$ cat config.mk
export PLATFORM = sky130hd
export DESIGN_NAME = mem_arbiter_flat
export DESIGN_NICKNAME = d
export VERILOG_FILES = /design/src/rtl/mem_arb_pkg.sv /design/src/rtl/mem_arbiter_if.sv /design/src/rtl/mem_arb_req_latch.sv /design/src/rtl/mem_arbiter.sv /design/src/flat_wrapper.sv
export SDC_FILE = /design/constraint.sdc
export NUM_CORES = 1
export LEC_CHECK = 0
export ABC_CLOCK_PERIOD_IN_PS = 5080
export CAP_MARGIN = 15
export CORE_MARGIN = 5
export CORE_UTILIZATION = 45
export DETAILED_ROUTE_END_ITERATION = 12
export PLACE_DENSITY = 0.88
export SETUP_SLACK_MARGIN = 0.5
export SLEW_MARGIN = 20
export SYNTH_ARGS = -nofsm -noshare
export SYNTH_HDL_FRONTEND = slang
export SYNTH_HIERARCHICAL = 1
export SYNTH_SLANG_ARGS = --single-unit
$ cat constraint.sdc
create_clock -name clk -period 5.08 [get_ports clk]
set_clock_uncertainty 0.1 [all_clocks]
set_input_delay 0.762 -clock clk [delete_from_list [all_inputs] [get_ports clk]]
set_output_delay 0.762 -clock clk [all_outputs]
set_load 0.005 [all_outputs]
$ cat src/rtl/mem_arb_pkg.sv
// Shared constants for the two-port SRAM arbiter.
//   State encoding (2 bits so that unused encodings exist and fall back to IDLE),
//   port identifiers and read/write codes.
package mem_arb_pkg;

    localparam logic [1:0] ST_IDLE   = 2'b00;
    localparam logic [1:0] ST_ACCESS = 2'b01;

    localparam logic PORT_UART = 1'b0;
    localparam logic PORT_CPU  = 1'b1;

    localparam logic RW_READ  = 1'b0;
    localparam logic RW_WRITE = 1'b1;

endpackage

$ cat src/rtl/mem_arbiter_if.sv
// Bus bundle between the UART host, the CPU, the arbiter and the SRAM.
//   uart_* / cpu_* : requester side (enable, readWrite, address, dataIn in; dataOut, done out)
//   sram_*         : single-port SRAM side
//   busy           : arbiter activity flag
// Modports: slave = arbiter view, master = requester/SRAM view.
interface mem_arbiter_if #(
    parameter int unsigned ADDR_WIDTH = 15,
    parameter int unsigned DATA_WIDTH = 32
);

    logic                  uart_enable;
    logic                  uart_readWrite;
    logic [ADDR_WIDTH-1:0] uart_address;
    logic [DATA_WIDTH-1:0] uart_dataIn;
    logic [DATA_WIDTH-1:0] uart_dataOut;
    logic                  uart_done;

    logic                  cpu_enable;
    logic                  cpu_readWrite;
    logic [ADDR_WIDTH-1:0] cpu_address;
    logic [DATA_WIDTH-1:0] cpu_dataIn;
    logic [DATA_WIDTH-1:0] cpu_dataOut;
    logic                  cpu_done;

    logic                  sram_enable;
    logic                  sram_readWrite;
    logic [ADDR_WIDTH-1:0] sram_address;
    logic [DATA_WIDTH-1:0] sram_dataIn;
    logic [DATA_WIDTH-1:0] sram_dataOut;

    logic                  busy;

    modport slave (
        input  uart_enable, uart_readWrite, uart_address, uart_dataIn,
        output uart_dataOut, uart_done,
        input  cpu_enable, cpu_readWrite, cpu_address, cpu_dataIn,
        output cpu_dataOut, cpu_done,
        output sram_enable, sram_readWrite, sram_address, sram_dataIn,
        input  sram_dataOut,
        output busy
    );

    modport master (
        output uart_enable, uart_readWrite, uart_address, uart_dataIn,
        input  uart_dataOut, uart_done,
        output cpu_enable, cpu_readWrite, cpu_address, cpu_dataIn,
        input  cpu_dataOut, cpu_done,
        input  sram_enable, sram_readWrite, sram_address, sram_dataIn,
        output sram_dataOut,
        input  busy
    );

endinterface

$ cat src/rtl/mem_arb_req_latch.sv
// Per-port request capture: detects a 0->1 enable transition and buffers the request.
//   i_enable/i_rw/i_addr/i_data : requester inputs
//   i_clear                     : granted access of this port completes this edge
//   o_pending/o_rw/o_addr/o_data: buffered request
module mem_arb_req_latch #(
    parameter int unsigned ADDR_WIDTH = 15,
    parameter int unsigned DATA_WIDTH = 32
) (
    input  logic                  clk,
    input  logic                  rst,
    input  logic                  i_enable,
    input  logic                  i_rw,
    input  logic [ADDR_WIDTH-1:0] i_addr,
    input  logic [DATA_WIDTH-1:0] i_data,
    input  logic                  i_clear,
    output logic                  o_pending,
    output logic                  o_rw,
    output logic [ADDR_WIDTH-1:0] o_addr,
    output logic [DATA_WIDTH-1:0] o_data
);

    logic                  r_en_d;
    logic                  r_pending;
    logic                  r_rw;
    logic [ADDR_WIDTH-1:0] r_addr;
    logic [DATA_WIDTH-1:0] r_data;
    logic                  w_rise;
    logic                  w_load;

    // A new edge is accepted when the buffer is free or frees at this same edge.
    assign w_rise = i_enable & ~r_en_d;
    assign w_load = w_rise & (~r_pending | i_clear);

    always_ff @(posedge clk or posedge rst) begin
        if (rst) begin
            r_en_d    <= 1'b0;
            r_pending <= 1'b0;
            r_rw      <= 1'b0;
            r_addr    <= '0;
            r_data    <= '0;
        end else begin
            r_en_d <= i_enable;
            if (w_load) begin
                r_pending <= 1'b1;
                r_rw      <= i_rw;
                r_addr    <= i_addr;
                r_data    <= i_data;
            end else if (i_clear) begin
                r_pending <= 1'b0;
            end
        end
    end

    assign o_pending = r_pending;
    assign o_rw      = r_rw;
    assign o_addr    = r_addr;
    assign o_data    = r_data;

endmodule

$ cat src/rtl/mem_arbiter.sv
// Round-robin arbiter giving the UART host and the CPU shared access to one single-port SRAM.
//   clk, rst : clock, asynchronous active-high reset
//   bus      : mem_arbiter_if.slave (uart_*, cpu_*, sram_*, busy)
// Optional MEM_ARB_STATS_EN adds stats_clear, uart_grant_count, cpu_grant_count, conflict_count.
module mem_arbiter
    import mem_arb_pkg::*;
#(
    parameter int unsigned ADDR_WIDTH  = 15,
    parameter int unsigned DATA_WIDTH  = 32,
    parameter int unsigned MEM_LATENCY = 1,
    parameter int unsigned CNT_WIDTH   = 16
) (
    input  logic                 clk,
    input  logic                 rst,
    mem_arbiter_if.slave         bus
`ifdef MEM_ARB_STATS_EN
    ,
    input  logic                 stats_clear,
    output logic [CNT_WIDTH-1:0] uart_grant_count,
    output logic [CNT_WIDTH-1:0] cpu_grant_count,
    output logic [CNT_WIDTH-1:0] conflict_count
`endif
);

    localparam int unsigned LAT_W = (MEM_LATENCY < 2) ? 1 : $clog2(MEM_LATENCY + 1);

    logic [1:0]            r_state;
    logic [1:0]            w_state_nxt;
    logic [LAT_W-1:0]      r_lat_cnt;
    logic                  r_last_grant;
    logic                  r_grant_port;
    logic                  r_sram_en;
    logic                  r_sram_rw;
    logic [ADDR_WIDTH-1:0] r_sram_addr;
    logic [DATA_WIDTH-1:0] r_sram_data;
    logic                  r_uart_done;
    logic                  r_cpu_done;
    logic [DATA_WIDTH-1:0] r_uart_data;
    logic [DATA_WIDTH-1:0] r_cpu_data;

    logic                  w_pend_u, w_rw_u, w_pend_c, w_rw_c;
    logic [ADDR_WIDTH-1:0] w_addr_u, w_addr_c;
    logic [DATA_WIDTH-1:0] w_data_u, w_data_c;
    logic                  w_grant, w_grant_port, w_tie, w_finish;
    logic                  w_clr_u, w_clr_c;

    mem_arb_req_latch #(.ADDR_WIDTH(ADDR_WIDTH), .DATA_WIDTH(DATA_WIDTH)) u_req_uart (
        .clk(clk), .rst(rst),
        .i_enable(bus.uart_enable), .i_rw(bus.uart_readWrite),
        .i_addr(bus.uart_address), .i_data(bus.uart_dataIn), .i_clear(w_clr_u),
        .o_pending(w_pend_u), .o_rw(w_rw_u), .o_addr(w_addr_u), .o_data(w_data_u)
    );

    mem_arb_req_latch #(.ADDR_WIDTH(ADDR_WIDTH), .DATA_WIDTH(DATA_WIDTH)) u_req_cpu (
        .clk(clk), .rst(rst),
        .i_enable(bus.cpu_enable), .i_rw(bus.cpu_readWrite),
        .i_addr(bus.cpu_address), .i_data(bus.cpu_dataIn), .i_clear(w_clr_c),
        .o_pending(w_pend_c), .o_rw(w_rw_c), .o_addr(w_addr_c), .o_data(w_data_c)
    );

    // State register
    always_ff @(posedge clk or posedge rst) begin
        if (rst) r_state <= ST_IDLE;
        else     r_state <= w_state_nxt;
    end

    // Next state, grant decision and access completion
    always_comb begin
        w_state_nxt  = r_state;
        w_grant      = 1'b0;
        w_grant_port = r_grant_port;
        w_tie        = 1'b0;
        w_finish     = 1'b0;
        case (r_state)
            ST_IDLE: begin
                if (w_pend_u && w_pend_c) begin
                    w_tie        = 1'b1;
                    w_grant      = 1'b1;
                    w_grant_port = ~r_last_grant;
                end else if (w_pend_u) begin
                    w_grant      = 1'b1;
                    w_grant_port = PORT_UART;
                end else if (w_pend_c) begin
                    w_grant      = 1'b1;
                    w_grant_port = PORT_CPU;
                end
                if (w_grant) w_state_nxt = ST_ACCESS;
            end
            ST_ACCESS: begin
                if (r_lat_cnt == LAT_W'(MEM_LATENCY)) begin
                    w_finish    = 1'b1;
                    w_state_nxt = ST_IDLE;
                end
            end
            default: w_state_nxt = ST_IDLE;
        endcase
    end

    assign w_clr_u = w_finish & (r_grant_port == PORT_UART);
    assign w_clr_c = w_finish & (r_grant_port == PORT_CPU);

    // SRAM drive, latency counter, read-data capture and done pulses
    always_ff @(posedge clk or posedge rst) begin
        if (rst) begin
            r_lat_cnt    <= '0;
            r_last_grant <= PORT_CPU;
            r_grant_port <= PORT_UART;
            r_sram_en    <= 1'b0;
            r_sram_rw    <= 1'b0;
            r_sram_addr  <= '0;
            r_sram_data  <= '0;
            r_uart_done  <= 1'b0;
            r_cpu_done   <= 1'b0;
            r_uart_data  <= '0;
            r_cpu_data   <= '0;
        end else begin
            r_uart_done <= w_clr_u;
            r_cpu_done  <= w_clr_c;
            if (w_grant) begin
                r_grant_port <= w_grant_port;
                r_sram_en    <= 1'b1;
                r_sram_rw    <= (w_grant_port == PORT_UART) ? w_rw_u   : w_rw_c;
                r_sram_addr  <= (w_grant_port == PORT_UART) ? w_addr_u : w_addr_c;
                r_sram_data  <= (w_grant_port == PORT_UART) ? w_data_u : w_data_c;
                r_lat_cnt    <= '0;
                // Only contested grants move the round-robin pointer.
                if (w_tie) r_last_grant <= w_grant_port;
            end else if (w_finish) begin
                r_sram_en <= 1'b0;
                if (r_sram_rw == RW_READ) begin
                    if (r_grant_port == PORT_UART) r_uart_data <= bus.sram_dataOut;
                    else                           r_cpu_data  <= bus.sram_dataOut;
                end
            end else if (r_state == ST_ACCESS) begin
                r_lat_cnt <= r_lat_cnt + LAT_W'(1);
            end
        end
    end

    assign bus.sram_enable    = r_sram_en;
    assign bus.sram_readWrite = r_sram_rw;
    assign bus.sram_address   = r_sram_addr;
    assign bus.sram_dataIn    = r_sram_data;
    assign bus.uart_done      = r_uart_done;
    assign bus.cpu_done       = r_cpu_done;
    assign bus.uart_dataOut   = r_uart_data;
    assign bus.cpu_dataOut    = r_cpu_data;
    assign bus.busy           = (r_state != ST_IDLE) | w_pend_u | w_pend_c;

`ifdef MEM_ARB_STATS_EN
    logic [CNT_WIDTH-1:0] r_uart_cnt, r_cpu_cnt, r_conf_cnt;

    // Saturating statistics; clear has priority over increment
    always_ff @(posedge clk or posedge rst) begin
        if (rst) begin
            r_uart_cnt <= '0;
            r_cpu_cnt  <= '0;
            r_conf_cnt <= '0;
        end else if (stats_clear) begin
            r_uart_cnt <= '0;
            r_cpu_cnt  <= '0;
            r_conf_cnt <= '0;
        end else begin
            if (w_clr_u && (r_uart_cnt != '1)) r_uart_cnt <= r_uart_cnt + CNT_WIDTH'(1);
            if (w_clr_c && (r_cpu_cnt  != '1)) r_cpu_cnt  <= r_cpu_cnt  + CNT_WIDTH'(1);
            if (w_tie   && (r_conf_cnt != '1)) r_conf_cnt <= r_conf_cnt + CNT_WIDTH'(1);
        end
    end

    assign uart_grant_count = r_uart_cnt;
    assign cpu_grant_count  = r_cpu_cnt;
    assign conflict_count   = r_conf_cnt;
`else
    // Statistics disabled: counter width has no effect.
    if (CNT_WIDTH == 0) begin : g_cnt_width_unused
    end
`endif

endmodule

$ cat src/flat_wrapper.sv
// flat-port wrapper written by rule: the top's interface ports become plain ports
module mem_arbiter_flat import mem_arb_pkg::*;
#(
    parameter int unsigned ADDR_WIDTH  = 15,
    parameter int unsigned DATA_WIDTH  = 32,
    parameter int unsigned MEM_LATENCY = 1,
    parameter int unsigned CNT_WIDTH   = 16
)
  (clk, rst, bus_uart_enable, bus_uart_readWrite, bus_uart_address, bus_uart_dataIn, bus_uart_dataOut, bus_uart_done, bus_cpu_enable, bus_cpu_readWrite, bus_cpu_address, bus_cpu_dataIn, bus_cpu_dataOut, bus_cpu_done, bus_sram_enable, bus_sram_readWrite, bus_sram_address, bus_sram_dataIn, bus_sram_dataOut, bus_busy);
  mem_arbiter_if #(.ADDR_WIDTH(ADDR_WIDTH), .DATA_WIDTH(DATA_WIDTH)) bus_i ();
  input  logic clk;
  input  logic rst;
  input wire logic [$bits(bus_i.uart_enable)-1:0] bus_uart_enable;
  input wire logic [$bits(bus_i.uart_readWrite)-1:0] bus_uart_readWrite;
  input wire logic [$bits(bus_i.uart_address)-1:0] bus_uart_address;
  input wire logic [$bits(bus_i.uart_dataIn)-1:0] bus_uart_dataIn;
  output wire logic [$bits(bus_i.uart_dataOut)-1:0] bus_uart_dataOut;
  output wire logic [$bits(bus_i.uart_done)-1:0] bus_uart_done;
  input wire logic [$bits(bus_i.cpu_enable)-1:0] bus_cpu_enable;
  input wire logic [$bits(bus_i.cpu_readWrite)-1:0] bus_cpu_readWrite;
  input wire logic [$bits(bus_i.cpu_address)-1:0] bus_cpu_address;
  input wire logic [$bits(bus_i.cpu_dataIn)-1:0] bus_cpu_dataIn;
  output wire logic [$bits(bus_i.cpu_dataOut)-1:0] bus_cpu_dataOut;
  output wire logic [$bits(bus_i.cpu_done)-1:0] bus_cpu_done;
  output wire logic [$bits(bus_i.sram_enable)-1:0] bus_sram_enable;
  output wire logic [$bits(bus_i.sram_readWrite)-1:0] bus_sram_readWrite;
  output wire logic [$bits(bus_i.sram_address)-1:0] bus_sram_address;
  output wire logic [$bits(bus_i.sram_dataIn)-1:0] bus_sram_dataIn;
  input wire logic [$bits(bus_i.sram_dataOut)-1:0] bus_sram_dataOut;
  output wire logic [$bits(bus_i.busy)-1:0] bus_busy;
  assign bus_i.uart_enable = bus_uart_enable;
  assign bus_i.uart_readWrite = bus_uart_readWrite;
  assign bus_i.uart_address = bus_uart_address;
  assign bus_i.uart_dataIn = bus_uart_dataIn;
  assign bus_uart_dataOut = bus_i.uart_dataOut;
  assign bus_uart_done = bus_i.uart_done;
  assign bus_i.cpu_enable = bus_cpu_enable;
  assign bus_i.cpu_readWrite = bus_cpu_readWrite;
  assign bus_i.cpu_address = bus_cpu_address;
  assign bus_i.cpu_dataIn = bus_cpu_dataIn;
  assign bus_cpu_dataOut = bus_i.cpu_dataOut;
  assign bus_cpu_done = bus_i.cpu_done;
  assign bus_sram_enable = bus_i.sram_enable;
  assign bus_sram_readWrite = bus_i.sram_readWrite;
  assign bus_sram_address = bus_i.sram_address;
  assign bus_sram_dataIn = bus_i.sram_dataIn;
  assign bus_i.sram_dataOut = bus_sram_dataOut;
  assign bus_busy = bus_i.busy;
  mem_arbiter #(.ADDR_WIDTH(ADDR_WIDTH), .DATA_WIDTH(DATA_WIDTH), .MEM_LATENCY(MEM_LATENCY), .CNT_WIDTH(CNT_WIDTH)) u_core (.clk(clk), .rst(rst), .bus(bus_i));
endmodule
==> out/qor.yml <==
path_cells: "or3_1 -> clkdlybuf4s50_1"
slew_viol_final: 0
cp-end-kind: "primary output"
clk_path_buf_depth: 3
rsz0062_at_grt: "no"
finalCritPeriodShare_pct: 53.4
arrival_ps: 1850
antenna_cells: 0
synthMuxAreaShare_pct: 27.7
yosysUniqueCellTypes: 26
hold_depth: 1
hold_violations: 0
synth-simple-area-share_pct: 3.25
fp.dieH_um: 150
seq_power_share_pct: 39.1
hp-class: "flop to flop"
h-tree-depth: 1
vdd_drop_max_uv: 314
ys_warn_count: 6
std_cell_rows: 51
stdcell_area_um2: 12200
num_io_pins: 248
groute.usage.overall_pct: 19.0
syn_nets: 720
core_um2: 19400
maxCapViolCount: 0
grt.busiest_layer: "met2"
cts_tree: "yes"
cp_max_fo: 7
gr-usage-met3_pct: 4.69
synth_top_family_by_area: "multiplexers"
drive_gt1_share_pct: 25.2
startpoint_type: "flop"
r2r_cells: 6
cp.required_ps: 4220
clk_latency_ps: 500
finalSetupViolCount: 0
status: "completed"
routed_wl_um: 21500
min_period_ps: 2720
overflow: 0
power_leakage_nw: 5.29
ys_ff_latch: 219
grtUsageMet1_pct: 24.9
via_per_inst: 4.97
netlist_area_um2: 8820
grt_pass1_wl_um: 33800
die_w_um: 150
place_congestion: 0.760
clockPowerShare_pct: 20.3
synth_xor_area_share_pct: 0.0993
critical-path-slowest-cell: "dfrtp_1"
combPwrFrac_pct: 40.5
worstSetupPathType: "flop to primary output"
met2_usage_pct: 32.0
antenna_found_initial: 0
p_int_mw: 5.66
dieArea_um2: 22500
drc: 0
slew_headroom_pct: 43.8
vias: 5572
fin_nets: 972
root_buffer: "clkbuf_16"
ctsResizeCount: 0
setup-tns-final_ps: 0
grt_pass1_vias: 6096
post_cts_buffers: 0
switching_power_mw: 2.43
dr.pass1.iters: 4
ant_nets: 0
drt_iter0_drc: 156
syn_inst: 588
syn_to_final_growth_pct: 38.9
yosysSeqAreaShare_pct: 62.2
grt_max_degree: 53
power.density_nw_per_um2: 661
worst_slew_pin_slew_ps: 843
initial_core_util_pct: 45.5
clkSlewWorstSetupHoldPaths_ps: 60
fmax_ghz: 0.368
synth_compound_area_share_pct: 3.53
cts_hold_buf: 0
numCtsBuffers: 24
switching_share_pct: 30.1
synth.avg_cell_area_um2: 15.0
wl_per_cell_um: 19.1
cpPeakStageDelay_ps: 490
place_area_um2: 11500
port_buffers: 247
dp_hpwl_um: 14600
synthAdderAreaFrac_pct: 0
clock_sinks: 219
power groups by stage:
stage	Clock [mW]	Sequential [mW]	Combinational, mW
after floorplan	0	3.10	1.89
after global placement	0	3.15	3.18
after detailed placement	0	3.18	3.29
after CTS	1.68	3.17	3.31
after global routing	1.76	3.29	3.55
final	1.65	3.17	3.28
state kept, by name (all words and copies together), names as in the netlist, 15 cells and up:
name                      cells
u_core/u_req_uart/o_data     32
u_core/bus.sram_dataIn       32
u_core/bus.uart_dataOut      32
u_core/bus.cpu_dataOut       32
u_core/bus.sram_address      15
u_core/u_req_uart/o_addr     15
u_core/u_req_cpu/o_data      32
u_core/u_req_cpu/o_addr      15
critical path: cells and delay by family (launching register included):
kind / cells / cell delay (ps)
buffers and inverters: 1 / 460
flip-flops: 1 / 490
AND/OR/NAND/NOR: 1 / 410
cells in the final DEF (no fill, tap or decap), drive strengths merged:
| master | n |
|---|---|
| a21oi | 50 |
| a22oi | 1 |
| and3 | 1 |
| buf | 12 |
| clkbuf | 36 |
| clkdlybuf4s50 | 247 |
| clkinv | 5 |
| clkinvlp | 1 |
| dfrtp | 218 |
| dfstp | 1 |
| inv | 9 |
| mux2 | 160 |
| mux2i | 49 |
| nand2 | 3 |
| nand2b | 4 |
| nor2 | 53 |
| nor2b | 1 |
| nor3 | 1 |
| o21a | 1 |
| o21ai | 2 |
| or3 | 1 |
| xnor2 | 1 |
final cells by class:
| class | instances | area [um2] |
|---|---|---|
| Sequential cell | 219 | 5480 |
| Timing Repair Buffer | 259 | 2580 |
| Clock inverter | 7 | 41.3 |
| Clock buffer | 36 | 717 |
| Multi-Input combinational cell | 328 | 3060 |
| Tap cell | 265 | 332 |
| Fill cell | 1460 | 7150 |
| Inverter | 8 | 32.5 |
worst paths after layout:
path / endpoint / slack (ps) / start
setup / recovery: bus_busy / 2360 / u_core/u_req_uart/o_pending$_DFFE_PP0P_
hold / removal: u_core/bus.uart_dataOut[26]$_DFFE_PP0P_ / 390 / u_core/bus.uart_dataOut[26]$_DFFE_PP0P_
setup reg to reg: u_core/u_req_uart/o_addr[8]$_DFFE_PP0P_ / 2620 / u_core/r_state[0]$_DFFE_PP0P_
hold reg to reg: u_core/bus.uart_dataOut[26]$_DFFE_PP0P_ / 390 / u_core/bus.uart_dataOut[26]$_DFFE_PP0P_
max in group asynchronous: u_core/bus.cpu_dataOut[25]$_DFFE_PP0P_ / 3220 / rst
min in group asynchronous: u_core/bus.sram_dataIn[27]$_DFFE_PP0P_ / 690 / rst
per-stage QoR:
| stage | hold slack [ps] | utilization [%] | cells | setup WS, ps | total power [mW] |
|---|---|---|---|---|---|
| after global placement | 368 | 59.1 | 1078 | 2290 | 6.33 |
| after detailed placement | 381 | 59.1 | 1078 | 2250 | 6.47 |
| after CTS | 394 | 63.0 | 1121 | 2320 | 8.17 |
| after floorplan | 365 | - | 588 | 1060 | 5.00 |
| final | 388 | 63.1 | 1122 | 2360 | 8.10 |
| after global routing | 418 | 63.1 | 1122 | 2290 | 8.60 |
cell families (layout without fill, tap and decap cells):
logic type                count (synthesis)  after routing
AOI/OAI and AO/OA                        54             54
DFF                                     219            219
muxes                                   209            209
and+or+nand+nor                          64             64
buffers and inverters                    41            310
xor gates and xnor gates                  1              1
cell usage after synthesis:
library cell	instances	area, um2
and3_1	1	6.26
mux2i_1	49	490
buf_12	4	80.1
a21oi_4	2	32.5
dfrtp_1	218	5460
xnor2_1	1	8.76
clkbuf_1	8	30.0
buf_4	7	52.6
nor3_2	1	10.0
nand2b_4	3	41.3
o21a_1	1	7.51
mux2_2	115	1290
nand2b_1	1	6.26
nor2_1	53	199
mux2_1	5	56.3
mux2_4	40	601
dfstp_2	1	26.3
nand2_1	3	11.3
a21oi_1	48	240
or3_1	1	6.26
o21ai_0	2	10.0
inv_1	8	30.0
a22oi_4	1	21.3
buf_2	10	50.1
buf_6	4	45.0
nor2b_1	1	6.26
layer usage:
| layer | wire length, um | up-vias |
|---|---|---|
| met5 | 0 | - |
| met1 | 8830 | 2794 |
| li1 | - | 2546 |
| met3 | 1740 | 28 |
| met2 | 10500 | 204 |
| met4 | 359 | 0 |
Power figures use the tool's default switching activity.
